**config.mk**
```make
export PLATFORM = sky130hd
export DESIGN_NAME = serial_paralelo_flat
export DESIGN_NICKNAME = d
export VERILOG_FILES = /design/src/rtl/serial_paralelo_pkg.sv /design/src/rtl/serial_paralelo_if.sv /design/src/rtl/serial_paralelo_shift.sv /design/src/rtl/serial_paralelo.sv /design/src/flat_wrapper.sv
export SDC_FILE = /design/constraint.sdc
export NUM_CORES = 1
export LEC_CHECK = 0
export ABC_AREA = 1
export BUFFER_PORTS_ARGS = -buffer_cell sky130_fd_sc_hd__clkbuf_2
export CAP_MARGIN = 15
export CORE_ASPECT_RATIO = 0.5
export CORE_MARGIN = 1
export CORE_UTILIZATION = 35
export CTS_CLUSTER_SIZE = 40
export DETAILED_ROUTE_END_ITERATION = 8
export SETUP_SLACK_MARGIN = 0.3
export SLEW_MARGIN = 15
export SYNTH_ARGS = -nofsm -noshare
export SYNTH_HDL_FRONTEND = slang
export SYNTH_HIERARCHICAL = 1
export SYNTH_SLANG_ARGS = --single-unit
```
**constraint.sdc**
```tcl
create_clock -name clk_32f -period 2.9 [get_ports clk_32f]
set_input_delay 0.435 -clock clk_32f [delete_from_list [all_inputs] [get_ports clk_32f]]
set_output_delay 0.435 -clock clk_32f [all_outputs]
set_load 0.005 [all_outputs]
```
**src/rtl/serial_paralelo_pkg.sv**
```systemverilog
// Purpose: shared PHY lane constants and FSM encoding for the receive deserializer.
//          COMMA is the same idle/alignment symbol paralelo_serial transmits.
// Contents: COMMA symbol, datapath widths, state_t encoding, comma compare helper.
package serial_paralelo_pkg;

    localparam int unsigned BYTE_W   = 8;
    localparam int unsigned CNT_W    = 3;
    localparam int unsigned BC_CNT_W = 4;

    localparam logic [BYTE_W-1:0] COMMA = 8'hBC;

    typedef enum logic [1:0] {
        SEARCH = 2'd0,
        ALIGN  = 2'd1,
        ACTIVE = 2'd2
    } state_t;

    function automatic logic is_comma(input logic [BYTE_W-1:0] i_byte);
        return i_byte == COMMA;
    endfunction

endpackage

```
**src/rtl/serial_paralelo_if.sv**
```systemverilog
// Purpose: lane bus between the serial bit source and the deserializer.
// Signals: data_in   - serial bit, MSB of each byte first
//          data_out  - last received data byte
//          valid_out - one-cycle strobe, data_out holds a new byte
//          active    - lane aligned and locked
// Modports: master drives the serial bit and observes results; slave is the deserializer.
interface serial_paralelo_if;
    import serial_paralelo_pkg::*;

    logic              data_in;
    logic [BYTE_W-1:0] data_out;
    logic              valid_out;
    logic              active;

    modport master (
        output data_in,
        input  data_out,
        input  valid_out,
        input  active
    );

    modport slave (
        input  data_in,
        output data_out,
        output valid_out,
        output active
    );

endinterface

```
**src/rtl/serial_paralelo_shift.sv**
```systemverilog
// Purpose: serial-in shift register plus the 3-bit byte-boundary counter.
// Ports: clk_32f, reset       - bit clock, async active-high reset
//        i_data_in            - serial bit sampled every rising edge
//        i_cnt_clear          - forces the boundary counter to 0 at this edge
//        o_nxt_c              - byte completed by the bit sampled at this edge
//        o_cnt                - current boundary counter value
//        o_boundary_c         - this edge completes an aligned byte (cnt == 7)
module serial_paralelo_shift
    import serial_paralelo_pkg::*;
(
    input  logic              clk_32f,
    input  logic              reset,
    input  logic              i_data_in,
    input  logic              i_cnt_clear,
    output logic [BYTE_W-1:0] o_nxt_c,
    output logic [CNT_W-1:0]  o_cnt,
    output logic              o_boundary_c
);

    logic [BYTE_W-1:0] r_sr;
    logic [CNT_W-1:0]  r_cnt;

    assign o_nxt_c      = {r_sr[BYTE_W-2:0], i_data_in};
    assign o_cnt        = r_cnt;
    assign o_boundary_c = (r_cnt == CNT_W'(BYTE_W - 1));

    // Shift register and free-running wrap counter.
    always_ff @(posedge clk_32f or posedge reset) begin
        if (reset) begin
            r_sr  <= '0;
            r_cnt <= '0;
        end else begin
            r_sr <= o_nxt_c;
            if (i_cnt_clear) begin
                r_cnt <= '0;
            end else begin
                r_cnt <= CNT_W'(r_cnt + CNT_W'(1));
            end
        end
    end

endmodule

```
**src/rtl/serial_paralelo.sv**
```systemverilog
// Purpose: lane deserializer. Locks byte alignment after COMMA_COUNT consecutive
//          aligned COMMA symbols, then strobes out every non-COMMA byte.
// Ports: clk_32f - serial bit clock
//        reset   - async active-high reset
//        bus     - serial_paralelo_if.slave (data_in in; data_out/valid_out/active out)
module serial_paralelo
    import serial_paralelo_pkg::*;
#(
    parameter int unsigned COMMA_COUNT = 4
) (
    input  logic              clk_32f,
    input  logic              reset,
    serial_paralelo_if.slave  bus
);

    state_t              r_state;
    state_t              w_state_nxt;
    logic [BC_CNT_W-1:0] r_bc_cnt;
    logic [BC_CNT_W-1:0] w_bc_cnt_nxt;
    logic [BYTE_W-1:0]   r_data_out;
    logic [BYTE_W-1:0]   w_data_out_nxt;
    logic                r_valid_out;
    logic                w_valid_out_nxt;
    logic                r_active;
    logic                w_active_nxt;

    logic [BYTE_W-1:0]   w_nxt;
    logic [CNT_W-1:0]    w_cnt;
    logic                w_boundary;
    logic                w_cnt_clear;
    logic                w_comma;
    logic                w_lock_hit;

    serial_paralelo_shift u_shift (
        .clk_32f      (clk_32f),
        .reset        (reset),
        .i_data_in    (bus.data_in),
        .i_cnt_clear  (w_cnt_clear),
        .o_nxt_c      (w_nxt),
        .o_cnt        (w_cnt),
        .o_boundary_c (w_boundary)
    );

    assign w_comma    = is_comma(w_nxt);
    // This aligned comma completes the required run.
    assign w_lock_hit = (BC_CNT_W'(r_bc_cnt + BC_CNT_W'(1)) == BC_CNT_W'(COMMA_COUNT));

    // State and output registers.
    always_ff @(posedge clk_32f or posedge reset) begin
        if (reset) begin
            r_state     <= SEARCH;
            r_bc_cnt    <= '0;
            r_data_out  <= '0;
            r_valid_out <= 1'b0;
            r_active    <= 1'b0;
        end else begin
            r_state     <= w_state_nxt;
            r_bc_cnt    <= w_bc_cnt_nxt;
            r_data_out  <= w_data_out_nxt;
            r_valid_out <= w_valid_out_nxt;
            r_active    <= w_active_nxt;
        end
    end

    // Next-state logic.
    always_comb begin
        w_state_nxt = r_state;
        case (r_state)
            SEARCH: begin
                if (w_comma) begin
                    w_state_nxt = (COMMA_COUNT == 1) ? ACTIVE : ALIGN;
                end
            end
            ALIGN: begin
                if (w_boundary) begin
                    if (!w_comma) begin
                        w_state_nxt = SEARCH;
                    end else if (w_lock_hit) begin
                        w_state_nxt = ACTIVE;
                    end
                end
            end
            ACTIVE: w_state_nxt = ACTIVE;
            default: w_state_nxt = SEARCH;
        endcase
    end

    // Next values for the output registers, comma counter and counter clear.
    always_comb begin
        w_bc_cnt_nxt    = r_bc_cnt;
        w_data_out_nxt  = r_data_out;
        w_valid_out_nxt = 1'b0;
        w_active_nxt    = r_active;
        w_cnt_clear     = 1'b0;
        case (r_state)
            SEARCH: begin
                // Counter held at 0 so a comma hit fixes the byte boundary here.
                w_cnt_clear = 1'b1;
                if (w_comma) begin
                    w_bc_cnt_nxt = BC_CNT_W'(1);
                    if (COMMA_COUNT == 1) begin
                        w_active_nxt = 1'b1;
                    end
                end
            end
            ALIGN: begin
                if (w_boundary) begin
                    if (w_comma) begin
                        w_bc_cnt_nxt = BC_CNT_W'(r_bc_cnt + BC_CNT_W'(1));
                        if (w_lock_hit) begin
                            w_active_nxt = 1'b1;
                        end
                    end else begin
                        w_bc_cnt_nxt = '0;
                    end
                end
            end
            ACTIVE: begin
                if (w_boundary && !w_comma) begin
                    w_data_out_nxt  = w_nxt;
                    w_valid_out_nxt = 1'b1;
                end
            end
            default: begin
                w_bc_cnt_nxt = '0;
            end
        endcase
    end

    assign bus.data_out  = r_data_out;
    assign bus.valid_out = r_valid_out;
    assign bus.active    = r_active;

    // Boundary flag and exposed counter must agree.
    a_boundary_cnt: assert property (@(posedge clk_32f) disable iff (reset)
        w_boundary == (w_cnt == CNT_W'(BYTE_W - 1)));

endmodule

```
**src/flat_wrapper.sv**
```systemverilog
// flat-port wrapper written by rule: the top's interface ports become plain ports
module serial_paralelo_flat import serial_paralelo_pkg::*;
#(
    parameter int unsigned COMMA_COUNT = 4
)
  (clk_32f, reset, bus_data_in, bus_data_out, bus_valid_out, bus_active);
  serial_paralelo_if bus_i ();
  input  logic clk_32f;
  input  logic reset;
  input wire logic [$bits(bus_i.data_in)-1:0] bus_data_in;
  output wire logic [$bits(bus_i.data_out)-1:0] bus_data_out;
  output wire logic [$bits(bus_i.valid_out)-1:0] bus_valid_out;
  output wire logic [$bits(bus_i.active)-1:0] bus_active;
  assign bus_i.data_in = bus_data_in;
  assign bus_data_out = bus_i.data_out;
  assign bus_valid_out = bus_i.valid_out;
  assign bus_active = bus_i.active;
  serial_paralelo #(.COMMA_COUNT(COMMA_COUNT)) u_core (.clk_32f(clk_32f), .reset(reset), .bus(bus_i));
endmodule
```
==> results.txt, run 1 <==
The flow ran to the end, and the final reports show no timing, DRC or antenna violations. The tools report the residual DRC count as 0. The first global-routing pass estimated 3280 um of wire. The number of gates resized after CTS was 0. The tools report the final number of max-transition violations as 0. The buffer depth of the longest clock path was 2. After synthesis, flip-flops and latches occupy 58.2% of the total area. For the pin with the worst max-slew slack, the measured transition is 0.621 ns. The most repeated cell in the gate-level netlist after synthesis was sky130_fd_sc_hd__nand2_1.

Setup repair after global routing left no endpoint under its margin. The number of placed I/O pins was 13. From left edge to right edge, the die measures 81.9 um.

Headroom to the max-slew limit came out at 58.5%. Hold is met by 0.123 ns. The switching share of power is 19.2%, and the met2 global-route usage is 17.5%. The logs give 3 for the number of buffers added by the clock tree synthesis step and 42.5% for the clock network fraction of design power.

The number of antenna violations at the first check in global routing was 0. The root buffer cell chosen for the clock tree is sky130_fd_sc_hd__clkbuf_8. The clock period could shrink to 1.54 ns. After clock tree synthesis, the setup repair step added 0 buffers. The detailed router placed 772 vias in this run. The run gives 0 as the number of hold violations in the final report.

The tools report the fill cell instance count of the final layout as 310. Of all nets on the critical path, the largest fanout is 12. The logs give 4 for the number of optimization iterations in the first detailed-route pass and 701 uW for the total power after layout. The synthesis warning total was 6. Setup total negative slack on the finished layout was measured at 0 ns. The height of the die was 42.0 um; the routed wirelength normalized by instance count was 10.4 um. The global-route track usage on met3 is 5.27%, and the async set-or-reset flop fraction in the synthesized netlist is 100%. The synthesized instance count is 122. The share of final-layout standard cells stronger than drive strength 1 works out to 18.4%. Of the total power, registers draw 54.2%.

STA puts the critical path data required time at 3.11 ns. The clock reaches the later pin of the worst-skew pair after 0.27 ns. Once detail routing completed, the nets flagged for antenna violations numbered 0. TritonCTS built the clock tree. The average vias per placed instance was 4.39. Aggregate global routing overflow: 0. In this run, placement finished with an instance count of 172. The initial utilization of the core area, before any placement, comes to 37.1%.

After the flow finishes, the layout carries non-filler instances totaling 176. The register bit count reported by yosys was 26; the number of clock sinks was 26. Based on the critical path, the design can be clocked at up to 650 MHz. The post-route cell area is 1280 um^2, and the via count of the first global-routing pass is 692.

When the netlist entered floorplanning its net count stood at 129. The logs give 0 for the count of hold buffers inserted by post-cts repair and 0.687 nW for the leakage component of the power. Once detailed placement completed, the half-perimeter wirelength came to 1330 um. Cells fill 42.5% of the core in the end.

The area growth from synthesis to layout is 14.6%. The average footprint of a synthesized cell is 9.16 um^2, and the area after detailed placement is 1210 um^2. Clock-pin slew was measured on the worst setup and hold paths at 0.09 ns. The run gives 144 as the final layout net count. STA puts the critical path data arrival time at 1.75 ns. The worst setup path is launched from a register. In the final layout, the multi-input gates occupy 373 um^2.

Across the VDD grid, the largest voltage drop is 0.313 mV. Most crowded layer after global routing: met1. The total area inside the core boundary comes to 3010 um^2. The final critical path takes up 53.0% of the cycle. Number of levels in the clock H-tree: 1.

Before CTS, the worst setup slack after placement is 1.38 ns. After the first detailed-routing iteration, the DRC count stood at 32. Across the whole layout, storage elements account for 651 um^2. Setup slack on the critical path of the routed design comes to 1.36 ns. The power density over cell area works out to 547 nW/um^2. The cell-internal power was 566 uW; the antenna diode instance count was 0. For this design the total switching power over the nets is 134 uW. The pin count of the biggest net entering global routing was 17; the worst clock skew was 0.00264 ns.

The count of buffers from port buffering was 12. Ranked by total cell area, the synthesized netlist is headed by sky130_fd_sc_hd__dfrtp_1 (58%), sky130_fd_sc_hd__nand2_1 (14%), sky130_fd_sc_hd__inv_1 (6.0%), sky130_fd_sc_hd__ha_1 (4.5%), sky130_fd_sc_hd__nor2_1 (3.0%). The commonest cells after synthesis are sky130_fd_sc_hd__nand2_1 (42), sky130_fd_sc_hd__dfrtp_1 (26), sky130_fd_sc_hd__inv_1 (18). The run gives 0 as the count of endpoints failing setup in the final report.

The routed design has 1830 um of wire. The worst hold path belongs to the class input port to async pin. In this run the core area contains 14 standard-cell rows. Counting distinct cell types in the post-synthesis netlist gives 20.

The die area is 3440 um^2. Global routing consumed, over all layers together, 12.9% of the routing resources. The worst setup path is captured at a register. Global routing consumed, on the met1 layer, 18.9% of the routing resources. Summed over its instances, the top area cell type makes up 58.2% of the synthesized netlist area. The critical path is of the register to register type.

Summed over all instances, the cell type with the most area after synthesis is sky130_fd_sc_hd__dfrtp_1. The most used flip-flop cell after synthesis is sky130_fd_sc_hd__dfrtp_1. In this run the cell area of the synthesized design comes to 1120 um^2. Per report_power, the combinational group accounts for 3.4% of the total. The number of enable flip-flop cells after synthesis was 0; the placer congestion estimate was 0.777.

The tool flagged a number of max-cap violations equal to 0.
critical path, stage by stage (launching register included):
cell and delay (ns):
sky130_fd_sc_hd__dfrtp_1 0.37, sky130_fd_sc_hd__ha_1 0.15, sky130_fd_sc_hd__ha_1 0.27, sky130_fd_sc_hd__nand4_2 0.30
sky130_fd_sc_hd__inv_1 0.23, sky130_fd_sc_hd__nand2_1 0.09, sky130_fd_sc_hd__nand2_1 0.06
final timing paths:
| path | start | to | depth (start not counted) | slack (ns) |
|---|---|---|---|---|
| min in group clk_32f | bus_data_in | u_core/u_shift/r_sr[0] | 1 | 0.28 |
| max in group asynchronous | reset | u_core/r_bc_cnt[0] | 2 | 2.27 |
| hold reg to reg | u_core/u_shift/r_sr[0] | u_core/u_shift/r_sr[1] | 0 | 0.38 |
| setup / recovery | u_core/u_shift/o_cnt[0] | u_core/bus.data_out[5] | 6 | 1.36 |
| hold / removal | reset | u_core/u_shift/r_sr[1] | 2 | 0.12 |
| setup reg to reg | u_core/u_shift/o_cnt[0] | u_core/bus.data_out[5] | 6 | 1.36 |
area by class of cell:
class,instances,share of cell area [%]
clock buffers,3,3.23
inverters,20,5.87
flip-flops and latches,26,50.8
well taps,40,3.91
repair buffers,12,4.69
multi-input cells,74,29.1
clock inverters,1,2.35
kinds of logic (layout without fill, tap and decap cells):
kind of cell | after synthesis | in the layout | synth area share [%]
AND/OR/NAND/NOR | 61 | 61 | 24.3
flip-flops | 26 | 26 | 58.2
buffers and inverters | 22 | 36 | 8.40
AO/OA/AOI/OAI | 9 | 9 | 4.59
adder cells (fa/ha/maj) | 4 | 4 | 4.48
metal layers:
metal / part of all wire [%] / up-vias
met5: 0 / -
met3: 3.1 / 2
met2: 42 / 8
li1: - / 394
met1: 55 / 368
met4: 0.16 / 0
sequential cells by signal (all words and copies together) (netlist names):
| register | count |
|---|---|
| u_core/bus.active | 1 |
| u_core/r_bc_cnt | 4 |
| u_core/bus.valid_out | 1 |
| u_core/bus.data_out | 8 |
| u_core/u_shift/r_sr | 7 |
| u_core/u_shift/o_cnt | 3 |
| u_core/r_state | 2 |
power groups by stage:
stage | Sequential (mW) | Combinational, mW | Clock (mW)
floorplan | 0.386 | 0.0136 | 0
global route | 0.381 | 0.0276 | 0.325
detailed placement | 0.387 | 0.0244 | 0
global placement | 0.387 | 0.0241 | 0
CTS | 0.380 | 0.0246 | 0.307
finish | 0.380 | 0.0235 | 0.298
layout by cell type, fill, tap and decap left out:
| master | n |
|---|---|
| sky130_fd_sc_hd__a21oi_1 | 1 |
| sky130_fd_sc_hd__nand4_1 | 1 |
| sky130_fd_sc_hd__nand3_1 | 2 |
| sky130_fd_sc_hd__clkbuf_8 | 3 |
| sky130_fd_sc_hd__clkbuf_2 | 12 |
| sky130_fd_sc_hd__o21ai_1 | 3 |
| sky130_fd_sc_hd__nand3_2 | 1 |
| sky130_fd_sc_hd__nand2_1 | 42 |
| sky130_fd_sc_hd__nor2_4 | 2 |
| sky130_fd_sc_hd__nor2_2 | 1 |
| sky130_fd_sc_hd__inv_2 | 2 |
| sky130_fd_sc_hd__o21ai_0 | 3 |
| sky130_fd_sc_hd__inv_1 | 18 |
| sky130_fd_sc_hd__o21bai_1 | 1 |
| sky130_fd_sc_hd__nand2_2 | 2 |
| sky130_fd_sc_hd__bufinv_16 | 1 |
| sky130_fd_sc_hd__nand4_2 | 1 |
| sky130_fd_sc_hd__ha_1 | 4 |
| sky130_fd_sc_hd__dfrtp_1 | 26 |
| sky130_fd_sc_hd__o2111ai_1 | 1 |
| sky130_fd_sc_hd__nor2_1 | 9 |
No activity file was read; power rests on OpenSTA's default activity.
==> inputs of run 2 (changes only) <==
- clock period: 2.9 -> 1.32 ns (I/O delays scaled with it)
==> results.txt, run 2 (synthesis gave the netlist of run 1 again) <==
The flow ran to the end, and the final reports show no timing, DRC or antenna violations. The worst clock skew came out at 0.00309 ns (+0.000457 ns). The floorplan row count was 14 (unchanged); the power density over cell area was 1050 nW/um^2 (+92%).

The fraction of the cycle the final worst path needs works out to 96.6% (+44 points). The logs give 26 (unchanged) for the number of clock sinks and 0 (unchanged) for the count of endpoints failing setup in the final report. The tools report the detailed-route wire length as 2080 um (+14%). Traced cell by cell, the critical path runs through buf_4, buf_4, nand3_2, nand2_1, nand2_2, nand2_2, nand2_2, nand2_2, nand2_1, nand2_1. The tools report the pin count of the biggest net entering global routing as 17 (unchanged). The tools report the count of antenna-violating nets left after detailed routing as 0 (unchanged). TritonCTS built the clock tree.

The initial DRC count was 30 (-6.3%); the flip-flop count of the largest register after layout was 8 (unchanged). Setup repair after global routing could not meet its margin everywhere. The leakage component of the power is 0.757 nW (+10%), and the clock period minus worst slack is 1.27 ns (-0.263 ns).

The number of levels in the clock H-tree was 1 (unchanged). The first-pass GRT wire length is 3670 um (+12%). The tools report the number of hold violations in the final report as 0 (unchanged). The count of buffers from port buffering was 12 (unchanged); the critical path data arrival time was 1.45 ns (-0.30 ns). Worst hold-check path type: input port to register.

The kind of critical path was register to register. The total power after layout was 1.56 mW (+120%); the sum of net half-perimeters after detailed placement was 1420 um (+6.9%). The worst-case headroom to the max-slew limit was 74.1% (+16 points). Commonest non-fill, non-tap cell in the layout: sky130_fd_sc_hd__nand2_1. The worst setup path is captured at a register.

The die area is 3440 um^2 (unchanged). For the number of buffers added by the clock tree synthesis step, the log shows 3 (unchanged). The buffer depth of the longest clock path was 2 (unchanged); the share of final-layout standard cells stronger than drive strength 1 was 40.3% (+22 points).

The overall routing resource usage was 14.8% (+1.9 points). STA classifies the critical path startpoint as a register. The maximum clock frequency was 784 MHz (+21%).

The peak ir drop on the vdd network was 0.733 mV (+130%); the aggregate global routing overflow was 0 (unchanged). The number of antenna violations at the first check in global routing is 0 (unchanged), and the initial cell density of the core is 37.1% (unchanged). The placer congestion estimate was 0.721 (-7.1%); the transition time of the tightest slew-check pin was 0.388 ns (-0.233 ns). The final number of max-transition violations is 0 (unchanged), and the worst path buffer plus inverter count is 2 (+1). The die width was 81.9 um (unchanged).

The residual DRC count was 0 (unchanged). Data required time at the worst endpoint: 1.49 ns (-1.62 ns). The stage delay of the slowest cell on the critical path was 0.41 ns (+0.04 ns); the average vias per placed instance was 4.43 (+0.96%).

For this design, the slowest cell found on the critical path is sky130_fd_sc_hd__dfrtp_1. The run gives 0 (unchanged) as the antenna diode instance count. The number of placed I/O pins is 13 (unchanged). Among cell families on the critical path, the largest total delay comes from simple AND/OR/NAND/NOR gates. The via count of the first global-routing pass is 802 (+16%). The top cell types in the final layout, fill and taps aside, are sky130_fd_sc_hd__nand2_1 (30), sky130_fd_sc_hd__dfrtp_1 (26), sky130_fd_sc_hd__inv_1 (14), sky130_fd_sc_hd__nand2_2 (13), sky130_fd_sc_hd__clkbuf_2 (12). For the fill cell instance count of the final layout, the log shows 292 (-5.8%). Counting stages on the worst path, the most repeated cell is sky130_fd_sc_hd__nand2_2. For the area of the placeable core, the log shows 3010 um^2 (unchanged). The height of the die was 42.0 um (unchanged).

In this run the clock root is driven by a sky130_fd_sc_hd__clkbuf_8. The number of optimization iterations in the first detailed-route pass came out at 4 (unchanged). The routed wirelength normalized by instance count works out to 11.0 um (+6.1%).

The run gives 0 (unchanged) as the max capacitance violation total. Relative to the synthesized area, the layout overhead comes to 32.6%. The logs give 837 (+8.4%) for the routed via count and 49.2% (+6.7 points) for the share of the core filled with cells. The largest fanout on the critical path was 3 (-9); the clock latency on the worst-skew pair was 0.27 ns (about the same). The final layout net count is 157 (+9.0%), and the clock slew seen by the registers of the worst setup and hold paths is 0.09 ns (about the same).
run 2: worst paths after layout:
path                                        start                     end  slack (ns)  depth (start not counted)
max                            u_core/r_bc_cnt[1]       u_core/r_state[0]        0.05                         10
min                                   bus_data_in  u_core/u_shift/r_sr[0]        0.04                          1
max reg2reg                    u_core/r_bc_cnt[1]       u_core/r_state[0]        0.05                         10
min reg2reg                u_core/u_shift/r_sr[5]  u_core/u_shift/r_sr[6]        0.38                          0
max in group asynchronous                   reset  u_core/u_shift/r_sr[6]        0.61                          3
min in group asynchronous                   reset  u_core/u_shift/r_sr[0]        0.44                          3
run 2: power by group:
part | switching [mW] | internal (mW)
Combinational | 0.0389 | 0.0256
Sequential | 0.0153 | 0.820
Clock | 0.253 | 0.406
Total | 0.308 | 1.25
run 2: layout make-up:
type	instances	area, um^2	share of cell area, %
Clock inverter	1	30.0	2.03
Timing Repair Buffer	24	160	10.8
Multi-Input combinational cell	75	472	31.8
Inverter	20	77.6	5.24
Sequential cell	26	651	43.9
Tap cell	40	50.0	3.38
Clock buffer	3	41.3	2.79
run 2: repair_timing:
action / CTS / global route
endpoints found under the hold margin: 26 / 0
hold buffers: 1 / 0
cloned: 1 / 0
pin swaps: 12 / 11
buffers inserted: 3 / 1
gates resized for setup: 8 / 19
setup endpoints to repair: 16 / 19
run 2: metrics by stage:
step / setup slack, ns / cell area, um^2 / std cells / TNS (ns) / hold WS (ns)
5_1_grt: -0.0589 / 1480 / 189 / -0.237 / 0.0229
6_report: 0.0453 / 1480 / 189 / 0 / 0.0403
3_3_place_gp: -0.00344 / 1290 / 179 / -0.00344 / 0.176
2_1_floorplan: 0.122 / 1140 / 122 / 0 / 0.0382
3_5_place_dp: -0.0500 / 1290 / 179 / -0.146 / 0.197
4_1_cts: 0.0192 / 1430 / 188 / 0 / 0.0345
run 2: layer usage:
metal	GRT usage, %	up-vias	routed length [um]
li1	-	432	-
met1	19.2	389	957
met2	23.8	14	1030
met3	5.27	2	85
met4	3.16	0	13
met5	0	-	0
